**src/rtl/hdmi_packet_pkg.sv**
```systemverilog
// Shared packet header codes and InfoFrame pending mask for the HDMI data-island scheduler.
// HDMI_SPD_INFOFRAME_EN adds the SPD InfoFrame bit to the pending mask.
package hdmi_packet_pkg;

  localparam logic [7:0] PKT_NULL         = 8'h00;
  localparam logic [7:0] PKT_ACR          = 8'h01;
  localparam logic [7:0] PKT_AUDIO_SAMPLE = 8'h02;
  localparam logic [7:0] PKT_AVI          = 8'h82;
  localparam logic [7:0] PKT_SPD          = 8'h83;
  localparam logic [7:0] PKT_AUDIO_IF     = 8'h84;

`ifdef HDMI_SPD_INFOFRAME_EN
  typedef struct packed {
    logic avi;
    logic aud;
    logic spd;
  } pending_t;
`else
  typedef struct packed {
    logic avi;
    logic aud;
  } pending_t;
`endif

endpackage

```
**src/rtl/packet_priority_select.sv**
```systemverilog
// Combinational first-match selector: ACR, AVI, Audio InfoFrame, SPD (HDMI_SPD_INFOFRAME_EN), audio, null.
module packet_priority_select
  import hdmi_packet_pkg::*;
(
  input  logic       acr_owed,
  input  pending_t   pending,
  input  logic       audio_ready,
  output logic [7:0] sel_type,
  output logic       acr_take,
  output pending_t   clear,
  output logic       pop
);

  always_comb begin
    sel_type = PKT_NULL;
    acr_take = 1'b0;
    clear    = '0;
    pop      = 1'b0;
    if (acr_owed) begin
      sel_type = PKT_ACR;
      acr_take = 1'b1;
    end else if (pending.avi) begin
      sel_type  = PKT_AVI;
      clear.avi = 1'b1;
    end else if (pending.aud) begin
      sel_type  = PKT_AUDIO_IF;
      clear.aud = 1'b1;
    end
`ifdef HDMI_SPD_INFOFRAME_EN
    else if (pending.spd) begin
      sel_type  = PKT_SPD;
      clear.spd = 1'b1;
    end
`endif
    else if (audio_ready) begin
      sel_type = PKT_AUDIO_SAMPLE;
      pop      = 1'b1;
    end
  end

endmodule

```
**src/rtl/hdmi_packet_scheduler.sv**
```systemverilog
// Per-frame data-island packet scheduler in the pixel domain (ACR, InfoFrames, audio, null).
// HDMI_SPD_INFOFRAME_EN enables the SPD InfoFrame (0x83) after the Audio InfoFrame.
module hdmi_packet_scheduler
  import hdmi_packet_pkg::*;
#(
  parameter int unsigned REMAINING_WIDTH          = 8,
  parameter int unsigned AUDIO_SAMPLES_PER_PACKET = 1,
  parameter int unsigned ACR_PER_FRAME            = 1,
  parameter int unsigned INFOFRAME_PERIOD         = 1,
  parameter int unsigned AVI_INFOFRAME            = 1,
  parameter int unsigned AUDIO_INFOFRAME          = 1
) (
  input  logic                       clk_pixel,
  input  logic                       reset,
  input  logic                       frame_start,
  input  logic                       packet_enable,
  input  logic [REMAINING_WIDTH-1:0] audio_remaining,
  output logic [7:0]                 packet_type,
  output logic                       audio_pop,
  output logic [2:0]                 audio_pop_count
);

  localparam logic [3:0] ACR_LOAD  = 4'(ACR_PER_FRAME);
  localparam logic [7:0] DIV_LAST  = 8'(INFOFRAME_PERIOD - 1);
  localparam logic [2:0] POP_COUNT = 3'(AUDIO_SAMPLES_PER_PACKET);
  localparam logic [REMAINING_WIDTH-1:0] AUDIO_NEED = REMAINING_WIDTH'(AUDIO_SAMPLES_PER_PACKET);

  logic [3:0] acr_left;
  pending_t   pending;
  logic [7:0] frame_div;

  pending_t   enabled;
  logic [7:0] div_next;
  logic [3:0] acr_eff;
  pending_t   pend_eff;
  logic       audio_ready;

  logic [7:0] sel_type;
  logic       acr_take;
  pending_t   clear;
  logic       pop;

  always_comb begin
    enabled     = '0;
    enabled.avi = (AVI_INFOFRAME != 0);
    enabled.aud = (AUDIO_INFOFRAME != 0);
`ifdef HDMI_SPD_INFOFRAME_EN
    enabled.spd = 1'b1;
`endif
  end

  // A coincident frame_start is folded in before selection so the new frame's first ACR goes out in this slot.
  always_comb begin
    div_next = (frame_div >= DIV_LAST) ? 8'd0 : frame_div + 8'd1;
    acr_eff  = frame_start ? ACR_LOAD : acr_left;
    pend_eff = pending;
    if (frame_start && (div_next == 8'd0)) begin
      pend_eff = enabled;
    end
  end

  assign audio_ready = (audio_remaining >= AUDIO_NEED);

  packet_priority_select u_select (
    .acr_owed    (acr_eff != 4'd0),
    .pending     (pend_eff),
    .audio_ready (audio_ready),
    .sel_type    (sel_type),
    .acr_take    (acr_take),
    .clear       (clear),
    .pop         (pop)
  );

  always_ff @(posedge clk_pixel) begin
    if (reset) begin
      acr_left        <= 4'd0;
      pending         <= '0;
      frame_div       <= DIV_LAST;
      packet_type     <= PKT_NULL;
      audio_pop       <= 1'b0;
      audio_pop_count <= 3'd0;
    end else begin
      if (frame_start) begin
        frame_div <= div_next;
      end
      audio_pop       <= 1'b0;
      audio_pop_count <= 3'd0;
      if (packet_enable) begin
        packet_type     <= sel_type;
        acr_left        <= acr_take ? (acr_eff - 4'd1) : acr_eff;
        pending         <= pending_t'(pend_eff & ~clear);
        audio_pop       <= pop;
        audio_pop_count <= pop ? POP_COUNT : 3'd0;
      end else begin
        acr_left <= acr_eff;
        pending  <= pend_eff;
      end
    end
  end

endmodule

```
**config.mk**
```make
export PLATFORM = sky130hd
export DESIGN_NAME = hdmi_packet_scheduler
export DESIGN_NICKNAME = d
export VERILOG_FILES = /design/src/rtl/hdmi_packet_pkg.sv /design/src/rtl/packet_priority_select.sv /design/src/rtl/hdmi_packet_scheduler.sv
export SDC_FILE = /design/constraint.sdc
export NUM_CORES = 1
export LEC_CHECK = 0
export CORE_MARGIN = 10
export CORE_UTILIZATION = 41
export DETAILED_ROUTE_END_ITERATION = 10
export PLACE_DENSITY = 0.87
export SYNTH_ARGS = -nofsm -noshare
export SYNTH_HDL_FRONTEND = slang
export SYNTH_SLANG_ARGS = --single-unit
```
**constraint.sdc**
```tcl
create_clock -name clk_pixel -period 2.1 [get_ports clk_pixel]
set_input_delay 0.525 -clock clk_pixel [delete_from_list [all_inputs] [get_ports clk_pixel]]
set_output_delay 0.525 -clock clk_pixel [all_outputs]
set_load 0.02 [all_outputs]
```
# Word-level counts from Yosys, hierarchy flattened
# Cells that the tools add are included.
# classes
n_bitwise	3
add_sub_neg	2
order_cmp	2
n_reduce_logical	4
muxes	20
# op_table
cell	count
two-way mux 8 bit	4
>= comparator 8 x 1 -> 1 bit, second input constant	2
two-way mux 4 bit	3
two-way mux 1 bit	9
adder 8 x 1 -> 8 bit, second input constant	1
zero test 8 bit	1
two-way mux 2 bit	4
nonzero test 4 bit	1
subtractor 4 x 1 -> 4 bit, second input constant	1
bitwise AND 2 bit	1
inverter 2 bit	1
OR reduction 2 bit	1
logical AND 1 bit	1
inverter 1 bit	1
# totals
ff_bits	26
in_bits	12
output_inout_bits	12
elab_cells	38

# Longest topological paths before layout
# depth
word_depth	11
mapped_depth	7
ltp_nobuf	5

# By module
# Synthesis repeated with hierarchy kept, for this count alone.
# hier_totals
cells_unflattened	82
hier_area_um2	750.7
# modules_own_cells
module	cells_per_inst	area_each_um2	instances
hdmi_packet_scheduler	66	634.4	1
packet_priority_select	16	116.4	1

# Worst setup path before layout
# Ideal clock, no wire load.
# synth_timing
path_type	input to register
start	input frame_start
end	register acr_left[3]
path_slack_ns	0.458
path_buffers	2
arrival_ns	1.569
cell_stages	7
setup_time_ns	0.073
required_time_ns	2.027
cell_sequence	buf_6 -> nand2b_4 -> ha_1 -> and2_1 -> buf_6 -> a21o_1 -> nor3_2
# synth_via
elab_chain_cells	5
elab_cells_between_ends	6
cone_classes	add/sub: 1; mux: 4; reduce/logical: 1
# synth_lines
item	line	rtl
start: declaration	hdmi_packet_scheduler.sv:15	input logic frame_start,
two-way mux 4 bit (*)	hdmi_packet_scheduler.sv:55	acr_eff = frame_start ? ACR_LOAD : acr_left;
parallel branches: the longest is 3 deep, another holds subtractor 4 x 1 -> 4 bit	n/a	
two-way mux 4 bit (*)	hdmi_packet_scheduler.sv:88	if (packet_enable) begin
end signal: assignment	hdmi_packet_scheduler.sv:90	acr_left <= acr_take ? (acr_eff - 4'd1) : acr_eff;
end signal: assignment	hdmi_packet_scheduler.sv:95	acr_left <= acr_eff;
end: declaration	hdmi_packet_scheduler.sv:28	logic [3:0] acr_left;
# Mark *: on every way between the ends.
# A chain may end at the register's enable or synchronous reset.

# Worst setup path after layout
# layout_timing
start	input frame_start
end	register packet_type[1]
# layout_via
elab_chain_cells	5
elab_cells_between_ends	7
cone_classes	mux: 5; reduce/logical: 2
# layout_lines
item	line	rtl
logical AND 1 bit	hdmi_packet_scheduler.sv:57	if (frame_start && (div_next == 8'd0)) begin
two-way mux 2 bit	hdmi_packet_scheduler.sv:57	
two-way mux 8 bit	packet_priority_select.sv:25	end else if (pending.aud) begin
two-way mux 8 bit	packet_priority_select.sv:22	end else if (pending.avi) begin
two-way mux 8 bit (*)	packet_priority_select.sv:19	if (acr_owed) begin
end signal: assignment	hdmi_packet_scheduler.sv:89	packet_type <= sel_type;
end: declaration	hdmi_packet_scheduler.sv:18	output logic [7:0] packet_type,
# Mark *: on every way between the ends. The rest lies on a longest branch, timed or not.

==> results.tsv <==
stage	metric	value	unit
global_route	grt_start_max_net_pins	12	
logic_synthesis	synth-seq-cells	11	
logic_synthesis	ys_seq_area_share	36.36	%
sta	period_minus_slack	1.824	ns
routing	route.detailed.drc	0	
routing	routed_wl	1.334	mm
worst_setup_path	cp_max_fo	7	
logic_synthesis	synth-adder-area-share	2.066	%
routing	routedWlPerCell	13.90	um
clocking	post_cts_buffers	0	
routing	postRouteAntennaNets	0	
floorplan	die_h	58.43	um
global_route	grt_pass1_vias	503	
layout	nets	95	
worst_setup_path	r2r-start	acr_left[0]$_SDFF_PP0_	
logic_synthesis	ys_top_cells_by_count	11 x dfxtp_1, 9 x nor2_1, 7 x buf_4	
floorplan	row_count	13	
placed_design	gp_congestion	0.8281	
layout	area_growth	28.10	%
layout	final_util	57.46	%
logic_synthesis	netlist_instances	63	
hold_path	hp-class	reg -> reg	
clocking	cts.sinks	11	
placed_design	port_buffers	17	
sta	setup_viol	0	
logic_synthesis	synth_most_common_cell	dfxtp_1	
clocking	cts.path.max_buffers	2	
routing	dr.pass1.iters	4	
routing	via_per_inst	5.208	
clocking	clkTransAtPathRegs	0.06	ns
power_and_ir_drop	vdd_drop_max	0.0004515	V
sta	finalHoldViolCount	0	
worst_setup_path	reg2reg_slack	0.67	ns
clocking	hold_buffers	0	
worst_setup_path	critPathMaxStageDelay	0.53	ns
logic_synthesis	syn_area	605.6	sq um
logic_synthesis	async_flop_share	0	%
logic_synthesis	synth_area_leader_cell	dfxtp_1	
global_route	grtUsageTotal	8.391	%
floorplan	die_w	58.43	um
clocking	cts_root_buf	clkbuf_4	
layout	drive_above_1_share	14.81	%
hold_path	hold_end	packet_type[0]$_SDFFE_PP0P_	
worst_setup_path	path_class	in -> reg	
worst_setup_path	slowest_stage	clkdlybuf4s50_1	
floorplan	initial_core_util	44.86	%
global_route	grt_pass1_wl	2.242	mm
logic_synthesis	synth_compound_area_share	18.39	%
sta	rsz0062_at_grt	no	
sta	tns	0	ns
routing	drtIter0Drc	20	
logic_synthesis	synthMuxAreaShare	3.512	%
clocking	htreeDepth	1	
clocking	ctsResizeCount	0	
hold_path	hold_path.startpoint	packet_type[0]$_SDFFE_PP0P_	
worst_setup_path	endpoint_kind	flip-flop	
clocking	cts_tree	done	
logic_synthesis	synth_edf_count	0	
sta	holdWs	0.4715	ns
floorplan	dieArea	3414	sq um
logic_synthesis	yosysTopAreaCellShare	36.36	%
logic_synthesis	synth_top_family_by_area	simple AND/OR/NAND/NOR gates	
flow_run	maxCapViolations	0	
sta	min_period_over_period	86.84	%
global_route	antenna_found_initial	0	
floorplan	core_area	1350	sq um
power_and_ir_drop	p_per_area	618.6	nW/um^2
sta	maxSlewViolCount	0	
logic_synthesis	yosys.cell_types.count	31	
worst_setup_path	cp.required	2.29	ns
sta	finalClockSkew	0.004355	ns
clocking	numCtsBuffers	3	
logic_synthesis	ys_warn_count	0	
clocking	clk_latency	0.27	ns
worst_setup_path	reg2regPathDepth	5	
worst_setup_path	path_cells	clkdlybuf4s50_1 > nand2b_4 > ha_1 > and2_1 > a21boi_1 > a311oi_2	
floorplan	io_pins	24	
power_and_ir_drop	power	479.9	uW
logic_synthesis	ys.flop_type	dfxtp_1	
worst_setup_path	start_kind	input pin	
worst_setup_path	arrival	2.01	ns
sta	fmax	548.4	MHz
logic_synthesis	synthTopCellsByArea	dfxtp_1 36%, buf_4 8.7%, nor2_1 5.6%, buf_6 3.7%, nand2b_1 3.1%	
hold_path	hold-path-cell-count	2	
logic_synthesis	synth-simple-area-share	24.59	%
logic_synthesis	syn_avg_cell_area	9.612	sq um
logic_synthesis	synth-xor-area-share	1.446	%
layout	n_antenna_cell	0	
placed_design	hpwlAfterDp	1.096	mm
outcome	status	finished clean	
power_and_ir_drop	p_leak	0.2919	nW
global_route	grt_overflow_total	0	
worst_setup_path	reg2reg_to	packet_type[1]$_SDFFE_PP0P_	
routing	vias	500	
==> logic make-up after synthesis <==
logic type | after synthesis
buffers and inverters | 10
adder cells (fa/ha/maj) | 1
flip-flops | 11
multiplexers | 2
other | 1
AO/OA/AOI/OAI | 12
AND/OR/NAND/NOR | 25
XOR/XNOR | 1
==> through the flow <==
stage               cell area, sq um  instances  setup slack (ns)
floorplan                      624.3         68            0.4576
global placement               749.5         92           0.04658
detailed placement             749.5         92           0.01481
CTS                            775.7         96            0.2807
global route                   775.7         96            0.1634
finish                         775.7         96            0.2764
==> area by class of cell <==
class,count,area [sq um]
tap,15,18.77
clock buffer,4,26.28
timing repair buffer,19,185.2
fill,123,574.3
sequential,11,220.2
multi-input combinational,47,325.3
==> cells in the final DEF (no fill, tap or decap), types with 2 or more instances in the layout <==
cell / netlist / routed
a21o_1: 2 / 2
a21oi_1: 2 / 2
buf_4: 7 / 2
clkbuf_4: 0 / 3
clkdlybuf4s50_1: 0 / 17
conb_1: 1 / 6
dfxtp_1: 11 / 11
nand2b_1: 3 / 3
nor2_1: 9 / 9
nor3_1: 3 / 3
nor4_1: 2 / 2
==> how the worst max path moves through the flow <==
stage,start,end,depth (start not counted)
global placement,frame_start,packet_type[1]$_SDFFE_PP0P_,6
floorplan,frame_start,acr_left[3]$_SDFF_PP0_,7
global route,frame_start,packet_type[7]$_SDFFE_PP0P_,6
finish,frame_start,packet_type[1]$_SDFFE_PP0P_,6
detailed placement,frame_start,packet_type[1]$_SDFFE_PP0P_,6
CTS,frame_start,packet_type[1]$_SDFFE_PP0P_,6
==> critical path: cells and delay by family <==
family          cells  cell delay, ns
buf+inv             1            0.53
fa+ha+maj           1            0.18
simple gates        2            0.43
compound gates      2            0.35
==> state kept, by name, indices dropped and copies added (netlist names) <==
| register | flops |
|---|---|
| audio_pop | 1 |
| acr_left | 4 |
| pending | 2 |
| packet_type | 4 |
==> routing by layer <==
metal	wire length, um	vias to the layer above	GRT usage (%)	share of wire [%]
met5	0	-	0	0
li1	-	248	-	-
met1	464	226	7.264	35
met4	34	0	6.040	2.5
met3	155	5	4.936	12
met2	680	21	14.11	51
==> report_power, final <==
group | internal (mW) | total (mW) | leakage, nW | switching (mW)
sequential | 0.221 | 0.231 | 0.0903 | 0.00998
clock | 0.0737 | 0.145 | 0.0150 | 0.0718
combinational | 0.0530 | 0.104 | 0.187 | 0.0509
total | 0.347 | 0.480 | 0.292 | 0.133
(Power assumes the default switching activity.)
